[src/rtl/bp_pkg.sv]
// rtl/bp_pkg.sv - shared types and helpers for the branch target predictor
package bp_pkg;

    typedef enum logic {ST_IDLE, ST_CLEAR} bp_state_t;

    function automatic int clog2(input int n);
        int r;
        r = 0;
        while ((1 << r) < n) r++;
        return r;
    endfunction

    // Counter value with only the MSB set: the weakest "taken" state.
    function automatic int weak_taken(input int ctr_w);
        return 1 << (ctr_w - 1);
    endfunction

endpackage

[src/rtl/sat_counter.sv]
// rtl/sat_counter.sv - saturating up/down step for a direction counter
module sat_counter #(
    parameter int CTR_W = 2
) (
    input  logic [CTR_W-1:0] cur,
    input  logic             inc,
    input  logic             dec,
    output logic [CTR_W-1:0] nxt
);

    always_comb begin
        nxt = cur;
        if (inc && !dec && cur != {CTR_W{1'b1}})
            nxt = cur + CTR_W'(1);
        else if (dec && !inc && cur != '0)
            nxt = cur - CTR_W'(1);
    end

endmodule

[src/rtl/branch_target_predictor.sv]
// rtl/branch_target_predictor.sv - direct-mapped BTB with direction counters, clear engine and stats
module branch_target_predictor
    import bp_pkg::*;
#(
    parameter int ADDR_W  = 16,
    parameter int ENTRIES = 16,
    parameter int CTR_W   = 2,
    parameter int STAT_W  = 16
) (
    input  logic              CLK,
    input  logic              RST,
    input  logic [ADDR_W-1:0] lk_pc,
    output logic              pred_hit,
    output logic              pred_taken,
    output logic [ADDR_W-1:0] pred_target,
    input  logic              upd_en,
    input  logic              upd_is_branch,
    input  logic [ADDR_W-1:0] upd_pc,
    input  logic              upd_taken,
    input  logic [ADDR_W-1:0] upd_target,
    input  logic              upd_pred_taken,
    input  logic [ADDR_W-1:0] upd_pred_target,
    output logic              mispredict,
    output logic [ADDR_W-1:0] redirect_pc,
    input  logic              clr,
    output logic              busy,
    output logic [STAT_W-1:0] stat_branches,
    output logic [STAT_W-1:0] stat_mispredicts
);

    localparam int IDX_W = clog2(ENTRIES);
    localparam int TAG_W = ADDR_W - IDX_W;
    localparam logic [CTR_W-1:0] CTR_WEAK = CTR_W'(weak_taken(CTR_W));

    logic [ENTRIES-1:0] valid_q;
    logic [TAG_W-1:0]   tag_q [ENTRIES];
    logic [ADDR_W-1:0]  tgt_q [ENTRIES];
    logic [CTR_W-1:0]   ctr_q [ENTRIES];

    bp_state_t          state_q, state_d;
    logic               clr_start;
    logic [IDX_W-1:0]   ptr_q;
    logic [STAT_W-1:0]  br_q, mp_q;

    logic [IDX_W-1:0]   lk_idx, upd_idx;
    logic [TAG_W-1:0]   lk_tag, upd_tag;
    logic               upd_fire, upd_hit;
    logic [CTR_W-1:0]   ctr_nxt;

    assign busy = (state_q == ST_CLEAR);

    // Lookup reads the registered table only; same-cycle updates are not bypassed.
    assign lk_idx      = lk_pc[IDX_W-1:0];
    assign lk_tag      = lk_pc[ADDR_W-1:IDX_W];
    assign pred_hit    = !busy && valid_q[lk_idx] && (tag_q[lk_idx] == lk_tag);
    assign pred_taken  = pred_hit && ctr_q[lk_idx][CTR_W-1];
    assign pred_target = pred_taken ? tgt_q[lk_idx] : lk_pc + ADDR_W'(1);

    assign upd_idx  = upd_pc[IDX_W-1:0];
    assign upd_tag  = upd_pc[ADDR_W-1:IDX_W];
    assign upd_fire = upd_en && upd_is_branch && !busy;
    assign upd_hit  = valid_q[upd_idx] && (tag_q[upd_idx] == upd_tag);

    assign mispredict  = upd_en && upd_is_branch &&
                         ((upd_pred_taken != upd_taken) ||
                          (upd_taken && (upd_pred_target != upd_target)));
    assign redirect_pc = upd_taken ? upd_target : upd_pc + ADDR_W'(1);

    sat_counter #(.CTR_W(CTR_W)) u_ctr (
        .cur (ctr_q[upd_idx]),
        .inc (upd_taken),
        .dec (!upd_taken),
        .nxt (ctr_nxt)
    );

    always_comb begin
        state_d   = state_q;
        clr_start = 1'b0;
        case (state_q)
            ST_IDLE: begin
                if (clr) begin
                    state_d   = ST_CLEAR;
                    clr_start = 1'b1;
                end
            end
            ST_CLEAR: begin
                if (ptr_q == IDX_W'(ENTRIES - 1))
                    state_d = ST_IDLE;
            end
        endcase
    end

    always_ff @(posedge CLK or negedge RST) begin
        if (!RST) begin
            valid_q <= '0;
            for (int i = 0; i < ENTRIES; i++) begin
                tag_q[i] <= '0;
                tgt_q[i] <= '0;
                ctr_q[i] <= '0;
            end
        end else if (busy) begin
            valid_q[ptr_q] <= 1'b0;
            ctr_q[ptr_q]   <= '0;
        end else if (upd_fire) begin
            if (upd_hit) begin
                ctr_q[upd_idx] <= ctr_nxt;
                if (upd_taken)
                    tgt_q[upd_idx] <= upd_target;
            end else if (upd_taken) begin
                valid_q[upd_idx] <= 1'b1;
                tag_q[upd_idx]   <= upd_tag;
                tgt_q[upd_idx]   <= upd_target;
                ctr_q[upd_idx]   <= CTR_WEAK;
            end
        end
    end

    always_ff @(posedge CLK or negedge RST) begin
        if (!RST) begin
            state_q <= ST_IDLE;
            ptr_q   <= '0;
            br_q    <= '0;
            mp_q    <= '0;
        end else begin
            state_q <= state_d;
            if (clr_start)
                ptr_q <= '0;
            else if (busy)
                ptr_q <= ptr_q + IDX_W'(1);
            // Starting a clear also restarts the statistics window.
            if (clr_start) begin
                br_q <= '0;
                mp_q <= '0;
            end else begin
                if (upd_fire && br_q != '1)
                    br_q <= br_q + STAT_W'(1);
                if (mispredict && !busy && mp_q != '1)
                    mp_q <= mp_q + STAT_W'(1);
            end
        end
    end

    assign stat_branches    = br_q;
    assign stat_mispredicts = mp_q;

endmodule

[config.mk]
export PLATFORM = sky130hd
export DESIGN_NAME = branch_target_predictor
export DESIGN_NICKNAME = d
export VERILOG_FILES = /design/src/rtl/bp_pkg.sv /design/src/rtl/sat_counter.sv /design/src/rtl/branch_target_predictor.sv
export SDC_FILE = /design/constraint.sdc
export NUM_CORES = 1
export LEC_CHECK = 0
export CAP_MARGIN = 25
export CELL_PAD_IN_SITES_DETAIL_PLACEMENT = 1
export CELL_PAD_IN_SITES_GLOBAL_PLACEMENT = 1
export CORE_AREA = 2 2 242 244
export DETAILED_ROUTE_END_ITERATION = 6
export DIE_AREA = 0 0 244 246
export GPL_ROUTABILITY_DRIVEN = 0
export PLACE_DENSITY = 0.78
export SYNTH_ARGS = -nofsm -noshare
export SYNTH_HDL_FRONTEND = slang
export SYNTH_HIERARCHICAL = 1
export SYNTH_SLANG_ARGS = --single-unit
[constraint.sdc]
create_clock -name CLK -period 5.9 [get_ports CLK]
set_input_delay 1.18 -clock CLK [delete_from_list [all_inputs] [get_ports CLK]]
set_output_delay 1.18 -clock CLK [all_outputs]
set_load 0.02 [all_outputs]
== Word-level counts from Yosys, hierarchy flattened ==
Cells that the tools add are included.

* Input port bits: 71
* Word-level logic and storage cells: 179
* Output and inout port bits: 68
* Register bits after elaboration: 533

* Add/sub/neg operators: 7
* Reduce and logical (&&, ||, !) cells: 31
* $lt $le $gt $ge: 10
* Muxes and demuxes: 56
* Bitwise logic cells: 13
* Eq/ne operators: 9

{| class="wikitable"
|+ Operator list
! operator !! count
|-
| bitwise mux 256 bit || 1
|-
| 2-to-1 mux 16 bit || 13
|-
| bitwise mux 192 bit || 1
|-
| 2-to-1 mux 32 bit || 4
|-
| binary-select mux 12 bit (select 4 bit) || 2
|-
| adder 16 x 1 -> 16 bit, second input constant || 4
|-
| binary-select mux 16 bit (select 4 bit) || 1
|-
| demux 16 bit (select 4 bit) || 1
|-
| 2-to-1 mux 12 bit || 5
|-
| demux 12 bit (select 4 bit) || 1
|-
| bitwise AND 16 bit || 2
|-
| bitwise AND 32 bit || 1
|-
| bitwise mux 32 bit || 1
|-
| inequality test 16 bit, second input constant || 2
|-
| inverter 16 bit || 2
|-
| inverter 32 bit || 1
|-
| bitwise OR 16 bit || 2
|-
| equality test 12 bit || 2
|-
| logical AND 1 bit || 17
|-
| binary-select mux 2 bit (select 4 bit) || 2
|-
| demux 2 bit (select 4 bit) || 2
|-
| 2-to-1 mux 2 bit || 8
|-
| inequality test 16 bit || 1
|-
| greater-or-equal comparator 5 bit, second input constant || 3
|-
| 23 further kinds || 47
|}

== Logic depth before layout (Yosys ltp) ==
Gate-level depths: netlist of run 1.

* Word-level depth: 12
* Mapped depth: 16
* Depth with buffers taken out: 11

== Hierarchy ==
Netlist of run 1, hierarchy kept.

{| class="wikitable"
|+ By module, submodules not included
! module !! area each (um2) !! cells each !! seq. area each (um2) !! instances
|-
| branch_target_predictor || 28315.9 || 2086 || 13337.8 || 1
|-
| sat_counter || 101.3 || 16 || 0.0 || 1
|}

== Least setup slack after synthesis of run 1 ==
Ideal clock, no wire load.

* Path kind: input-to-output
* Start point: input lk_pc[0]
* End point: output pred_target[10]
* Stages: 8
* Buffers on the path: 5
* Required time: 4720 ps
* Data arrival time: 4222 ps
* Path slack: 498 ps
* Cell sequence: buf_2 -> buf_2 -> buf_4 -> buf_1 -> buf_1 -> mux4_2 -> mux4_2 -> mux2_2

* Word-level cells in the longest chain between the ends: 8

{| class="wikitable"
|+ RTL lines
! item !! line !! source
|-
| start: declaration || branch_target_predictor.sv:12 || <nowiki>input logic [ADDR_W-1:0] lk_pc,</nowiki>
|-
| inverter 4 -> 5 bit (not written as such) || branch_target_predictor.sv:55, branch_target_predictor.sv:56, branch_target_predictor.sv:57 ||
|-
| binary-select mux 12 bit (select 4 bit) || branch_target_predictor.sv:55 || <nowiki>assign pred_hit = !busy && valid_q[lk_idx] && (tag_q[lk_idx] == lk_tag);</nowiki>
|-
| 2-to-1 mux 12 bit (not written as such) (2 in a row) || branch_target_predictor.sv:55 ||
|-
| equality test 12 bit || branch_target_predictor.sv:55 ||
|-
| logical AND 1 bit || branch_target_predictor.sv:55 ||
|-
| logical AND 1 bit || branch_target_predictor.sv:56 || <nowiki>assign pred_taken = pred_hit && ctr_q[lk_idx][CTR_W-1];</nowiki>
|-
| 2-to-1 mux 16 bit * || branch_target_predictor.sv:57 || <nowiki>assign pred_target = pred_taken ? tgt_q[lk_idx] : lk_pc + ADDR_W'(1);</nowiki>
|-
| end: declaration || branch_target_predictor.sv:15 || <nowiki>output logic [ADDR_W-1:0] pred_target,</nowiki>
|}

Every way passes the cells marked *; elsewhere a longest branch is shown, timed or not. The select of a mux whose other input is x is not followed.

== Worst setup path after layout of run 1 ==
* Start point: input lk_pc[0]
* End point: output pred_taken

* Word-level cells in the longest chain between the ends: 7

{| class="wikitable"
|+ RTL lines
! item !! line !! source
|-
| inverter 4 -> 5 bit (not written as such) || branch_target_predictor.sv:55, branch_target_predictor.sv:56 ||
|-
| binary-select mux 12 bit (select 4 bit) || branch_target_predictor.sv:55 ||
|-
| 2-to-1 mux 12 bit (not written as such) (2 in a row) || branch_target_predictor.sv:55 ||
|-
| equality test 12 bit || branch_target_predictor.sv:55 ||
|-
| logical AND 1 bit || branch_target_predictor.sv:55 ||
|-
| logical AND 1 bit * || branch_target_predictor.sv:56 ||
|-
| end: declaration || branch_target_predictor.sv:14 || <nowiki>output logic pred_taken,</nowiki>
|}

Marks and branches as above.

==> impl_metrics.env, run 1 <==
export IMPL_outcome="completed"
export IMPL_final_max_slew_viol_count=0
export IMPL_grtUsageTotal_pct=30.7
export IMPL_ant_nets=0
export IMPL_rsz0062_at_grt="no"
export IMPL_clk_path_buf_depth=3
export IMPL_cts_root_buffer="clkbuf_16"
export IMPL_wire_per_inst_um=30.0
export IMPL_core_area_sq_um=57400
export IMPL_cts_tree="done"
export IMPL_clkTransAtPathRegs_ps=60
export IMPL_rows=88
export IMPL_cp_required_ps=4720
export IMPL_synth_top_area_share_pct=46.9
export IMPL_synthArstFlopShare_pct=100
export IMPL_end_kind="output port"
export IMPL_initial_core_util_pct=49.5
export IMPL_slew_headroom_pct=35.1
export IMPL_area_delta_synth_final_pct=16.8
export IMPL_drcViolationCount=0
export IMPL_synth_main_ff_cell="dfrtp_1"
export IMPL_p_leak_nw=15.1
export IMPL_avgSynthCellArea_sq_um=13.5
export IMPL_grt_max_degree=174
export IMPL_syn_inst=2102
export IMPL_synth_nets=2186
export IMPL_critPathKind="primary input to output port"
export IMPL_drive_gt1_share_pct=40.1
export IMPL_overflow=0
export IMPL_placedCellCount=2938
export IMPL_fin_crit_sh_pct=95.5
export IMPL_dieArea_sq_um=60000
export IMPL_reg2reg_depth=9
export IMPL_synth_cell_types=60
export IMPL_drt_pass1_iterations=5
export IMPL_fmax_mhz=178
export IMPL_cp_startpoint="lk_pc[0]"
export IMPL_pre_cts_ws_ps=8.95
export IMPL_synth_area_leaders="dfrtp_1, mux2_2, mux4_2, mux2i_1, xnor2_1"
export IMPL_cap_violations=0
export IMPL_tns_ps=0
export IMPL_synth_edff_count=0
export IMPL_worst_slack_ps=268
export IMPL_synth_seq_area_share_pct=46.9
export IMPL_multi_input_area_sq_um=14300
export IMPL_grt_pass1_vias=21643
export IMPL_setup_violations_final=0
export IMPL_totalWireLength_um=91400
export IMPL_die_x_um=244
export IMPL_crit_path_max_fanout=16
export IMPL_placed_area_sq_um=31000
export IMPL_htreeDepth=2
export IMPL_start_kind="primary input"
export IMPL_reg2reg_slack_ps=2050
export IMPL_hold_class="primary input to async pin"
export IMPL_cts_sinks=533
export IMPL_final_area_sq_um=33200
export IMPL_antenna_found_initial=2
export IMPL_ff_latch_area_sq_um=13300
export IMPL_crit_reg2reg_launch="tag_q[25]"
export IMPL_layout_min_cycle_time_ps=5630
export IMPL_power_density_nw_per_um2=299
export IMPL_die_h_um=246
export IMPL_vias_per_cell=6.51
export IMPL_peakVddDrop_v=0.000243
export IMPL_final_nets=2319
export IMPL_ys_ff_latch=533
export IMPL_grt_pass1_wl_um=139000
export IMPL_synth_area_sq_um=28400
export IMPL_drtIter0Drc=1587
export IMPL_yosysWarnings=6
export IMPL_critPathArrivalTime_ps=4450
export IMPL_synth_top_area_cell="dfrtp_1"
export IMPL_ios=139
export IMPL_vias=19855
export IMPL_fin_skew_ps=45.8
export IMPL_numCtsBuffers=57
export IMPL_stdcell_count=3050
export IMPL_timing_hold_violations_final=0
export IMPL_fill_cells=5372
export IMPL_insertion_delay_ps=640
export IMPL_worstMarginPinSlew_ps=974
export IMPL_io_buffers=138
export IMPL_post_dp_hpwl_um=58800
-- power breakdown --
group | internal, W | switching [W] | leakage (nW)
combinational | 0.000810 | 0.000920 | 6.77
clock | 0.00232 | 0.00159 | 0.992
sequential | 0.00400 | 0.000300 | 7.35
-- per-stage QoR --
step	total power [W]	utilization, %	hold WS [ps]
floorplan	0.00537	-	451
global placement	0.00594	54.1	481
detailed placement	0.00605	54.1	488
CTS	0.00997	57.7	505
global route	0.0103	57.9	516
finish	0.00994	57.9	503
-- synthesized netlist by cell type, types with 5 or more instances --
library cell / n
xor2_1: 43
nor4_1: 5
a22oi_1: 11
nor3_2: 6
nor2_1: 66
and2_1: 9
nand4_1: 20
buf_2: 37
inv_1: 19
buf_1: 23
dfrtp_1: 533
a21o_1: 10
a21oi_1: 16
a21boi_0: 13
nand2b_1: 8
o211ai_1: 12
mux2i_1: 60
a22o_1: 5
o311a_1: 9
xnor2_1: 61
ha_1: 13
and3_1: 16
mux4_2: 194
mux2_2: 461
nor2b_1: 25
nor3_1: 21
a211oi_1: 8
or3_1: 6
a311o_1: 10
nand2_1: 96
clkbuf_1: 122
o21ai_0: 41
nand3_1: 75
-- repair_timing --
action / 4_1_cts / 5_1_grt
setup buffers: 0 / 2
hold buffers: 0 / 0
endpoints found under the setup margin: 0 / 17
gates resized for setup: 0 / 19
-- registers in the layout, indices dropped and copies added, names as in the netlist --
name / cells
stat_branches: 16
valid_q: 16
stat_mispredicts: 16
tgt_q: 256
busy: 1
tag_q: 192
ptr_q: 4
ctr_q: 32
-- layout by cell type (no fill, tap or decap), drive strengths merged, types with 43 or more instances in the layout --
master / Yosys / final
mux4: 194 / 194
buf: 67 / 133
clkbuf: 122 / 85
dfrtp: 533 / 533
clkdlybuf4s50: 0 / 113
mux2i: 60 / 60
mux2: 462 / 462
xnor2: 61 / 61
nand3: 75 / 75
nand2: 96 / 96
nor2: 66 / 66
xor2: 43 / 43
-- logic make-up (layout without fill, tap and decap cells) --
family / Yosys count / count (layout) / share of synthesized area, %
buffers and inverters: 209 / 390 / 3.06
other: 0 / 2 / 0
adder cells (fa/ha/maj): 13 / 13 / 0.572
multiplexers: 716 / 716 / 35.8
flip-flops: 533 / 533 / 46.9
AND/OR/NAND/NOR: 368 / 368 / 6.45
AO/OA/AOI/OAI: 159 / 159 / 3.98
XOR/XNOR: 104 / 104 / 3.21
-- layout make-up --
class / instances / area share, %
Tap cell: 765 / 2.88
Sequential cell: 533 / 40.2
Multi-Input combinational cell: 1360 / 43.0
Antenna cell: 2 / 0.0151
Clock buffer: 84 / 5.15
Clock inverter: 23 / 0.999
Timing Repair Buffer: 263 / 7.49
Inverter: 20 / 0.226
-- worst max-delay path, stage by stage --
cell             delay [ps]
buf_8                   200
buf_12                  210
buf_4                   180
mux4_2                  510
nor2b_1                 150
a211oi_1                200
a21oi_1                  80
xor2_1                  200
nand4b_1                250
nor4b_2                 290
buf_4                   200
nor2b_1                 140
clkdlybuf4s50_1         610
-- final timing paths --
| check | end |
|---|---|
| max in group asynchronous | tgt_q[124] |
| max | pred_taken |
| min in group CLK | tgt_q[0] |
| min | tag_q[34] |
| max reg2reg | tag_q[180] |
| min reg2reg | tgt_q[0] |
-- routing by layer --
metal  GRT usage (%)  wire (um)
met4            12.6       3850
met2            51.9      45900
met3            4.89       5380
met5               0          0
met1            39.7      36300
Power figures use the tool's default switching activity.
==> run 2, diff against run 1 <==
--- a/config.mk
+++ b/config.mk
@@ -12,7 +12,7 @@
 export DETAILED_ROUTE_END_ITERATION = 6
 export DIE_AREA = 0 0 244 246
 export GPL_ROUTABILITY_DRIVEN = 0
-export PLACE_DENSITY = 0.78
+export PLACE_DENSITY_LB_ADDON = 0.1
 export SYNTH_ARGS = -nofsm -noshare
 export SYNTH_HDL_FRONTEND = slang
 export SYNTH_HIERARCHICAL = 1
==> impl_metrics.env, run 2 (same netlist as run 1, synthesis figures left out) <==
export IMPL_outcome="completed"
export IMPL_vias_per_cell=6.33
export IMPL_clock_power_share_pct=38.4
export IMPL_crit_slowest_cell="clkdlybuf4s50_1"
export IMPL_cp_startpoint="lk_pc[0]"
export IMPL_peakVddDrop_v=0.000222
export IMPL_initial_core_util_pct=49.5
export IMPL_clk_path_buf_depth=3
export IMPL_htreeDepth=2
export IMPL_crit_chain="buf_8 -> buf_12 -> mux4_2 -> mux2i_1 -> mux2i_1 -> xnor2_1 -> nand4_1 -> or3_1 -> nor4_4 -> buf_12 -> mux2_2 -> clkdlybuf4s50_1"
export IMPL_intPower_w=0.00701
export IMPL_layout_commonest_cell="dfrtp_1"
export IMPL_hold_start="tgt_q[88]"
export IMPL_rows=88
export IMPL_hold_class="flop to flop"
export IMPL_end_kind="output port"
export IMPL_critPathArrivalTime_ps=4550
export IMPL_slew_headroom_pct=33.3
export IMPL_overflow=0
export IMPL_layout_min_cycle_time_ps=5730
export IMPL_reg_top3="tgt_q (256), tag_q (192), ctr_q (32)"
export IMPL_ff_latch_area_sq_um=13300
export IMPL_final_max_slew_viol_count=0
export IMPL_largest_reg_flops=256
export IMPL_start_kind="primary input"
export IMPL_grt_pass1_vias=21071
export IMPL_cp_required_ps=4720
export IMPL_multi_input_area_sq_um=14300
export IMPL_swShare_pct=28.3
export IMPL_timing_hold_violations_final=0
export IMPL_worstMarginPinSlew_ps=1000
export IMPL_tns_ps=0
export IMPL_final_nets=2320
export IMPL_regMostFlops="tgt_q"
export IMPL_slowest_delay_ps=540
export IMPL_wire_per_inst_um=29.7
export IMPL_setup_violations_final=0
export IMPL_cap_violations=0
export IMPL_critPathKind="primary input to output port"
export IMPL_power_w=0.00976
export IMPL_fmax_mhz=174
export IMPL_numCtsBuffers=58
export IMPL_totalWireLength_um=90300
export IMPL_antenna_found_initial=1
export IMPL_final_cell_mix="dfrtp_1, mux2_2, mux4_2"
export IMPL_die_x_um=244
export IMPL_area_delta_synth_final_pct=16.5
export IMPL_ios=139
export IMPL_pre_cts_ws_ps=-41.1
export IMPL_core_area_sq_um=57400
export IMPL_dieArea_sq_um=60000
export IMPL_io_buffers=138
export IMPL_fill_cells=5494
export IMPL_drive_gt1_share_pct=39.9
export IMPL_power_density_nw_per_um2=295
export IMPL_grtUsageTotal_pct=30.8
export IMPL_p_leak_nw=15.0
export IMPL_seqPwrFrac_pct=43.9
export IMPL_cts_root_buffer="clkbuf_16"
export IMPL_grt_pass1_wl_um=138000
export IMPL_worst_slack_ps=166
export IMPL_drt_pass1_iterations=7
export IMPL_p_switching_w=0.00276
export IMPL_grt_max_degree=132
export IMPL_holdBufCountCts=0
export IMPL_post_dp_hpwl_um=59600
export IMPL_insertion_delay_ps=640
export IMPL_crit_reg2reg_launch="tag_q[5]"
export IMPL_drcViolationCount=0
export IMPL_die_h_um=246
export IMPL_hold_ws_ps=504
export IMPL_cts_sinks=533
export IMPL_fin_crit_sh_pct=97.2
export IMPL_combinationalPowerShare_pct=17.7
export IMPL_cts_tree="done"
export IMPL_vias=19275
export IMPL_crit_path_max_fanout=19
export IMPL_timing_critical_path_buf_inv=4
export IMPL_drtIter0Drc=1452
export IMPL_clkTransAtPathRegs_ps=60
export IMPL_ant_nets=0
export IMPL_cp_top_family="buffers and inverters"
export IMPL_fin_skew_ps=49.1
==> run 2: path summary, 6_finish.rpt <==
check | endpoint | depth (start not counted) | slack [ps]
setup / recovery | pred_target[7] | 12 | 170
hold / removal | tgt_q[88] | 1 | 500
setup reg to reg | tag_q[24] | 9 | 1910
hold reg to reg | tgt_q[88] | 1 | 500
max in group asynchronous | tag_q[158] | 2 | 4100
min in group asynchronous | tag_q[4] | 1 | 570
==> run 2: timing repair <==
action,4_1_cts,5_1_grt
setup endpoints to repair,1,17
cloned,0,0
gates resized for setup,1,8
pin swaps,0,1
buffers inserted,0,3
==> run 2: routing by layer <==
layer	global-route usage, %	share of wire, %	up-vias
li1	-	-	8090
met1	41.4	42	10491
met2	51.5	49	533
met3	5.17	5.4	159
met4	9.43	3.0	2
met5	0	0.011	-
==> run 2: per-stage QoR <==
| stage | utilization, % | cells | instance area, sq um |
|---|---|---|---|
| after CTS | 57.6 | 3040 | 33000 |
| after global routing | 57.7 | 3043 | 33100 |
| final | 57.7 | 3045 | 33100 |
| after global placement | 54.2 | 2938 | 31100 |
| after floorplan | - | 2102 | 28400 |
| after detailed placement | 54.2 | 2938 | 31100 |
==> run 2: area by class of cell <==
type                            instances  share of cell area (%)
Multi-Input combinational cell       1360                    43.1
Sequential cell                       533                    40.3
Timing Repair Buffer                  263                    7.50
Clock buffer                           85                    5.21
Tap cell                              765                    2.89
Clock inverter                         17                   0.711
Inverter                               20                   0.227
Antenna cell                            2                  0.0151
==> run 2: power by group through the flow <==
stage | Clock [W] | Sequential, W | Combinational [W]
floorplan | 0 | 0.00423 | 0.00114
global placement | 0 | 0.00431 | 0.00167
detailed placement | 0 | 0.00434 | 0.00172
CTS | 0.00382 | 0.00428 | 0.00173
global route | 0.00395 | 0.00432 | 0.00186
finish | 0.00375 | 0.00429 | 0.00173
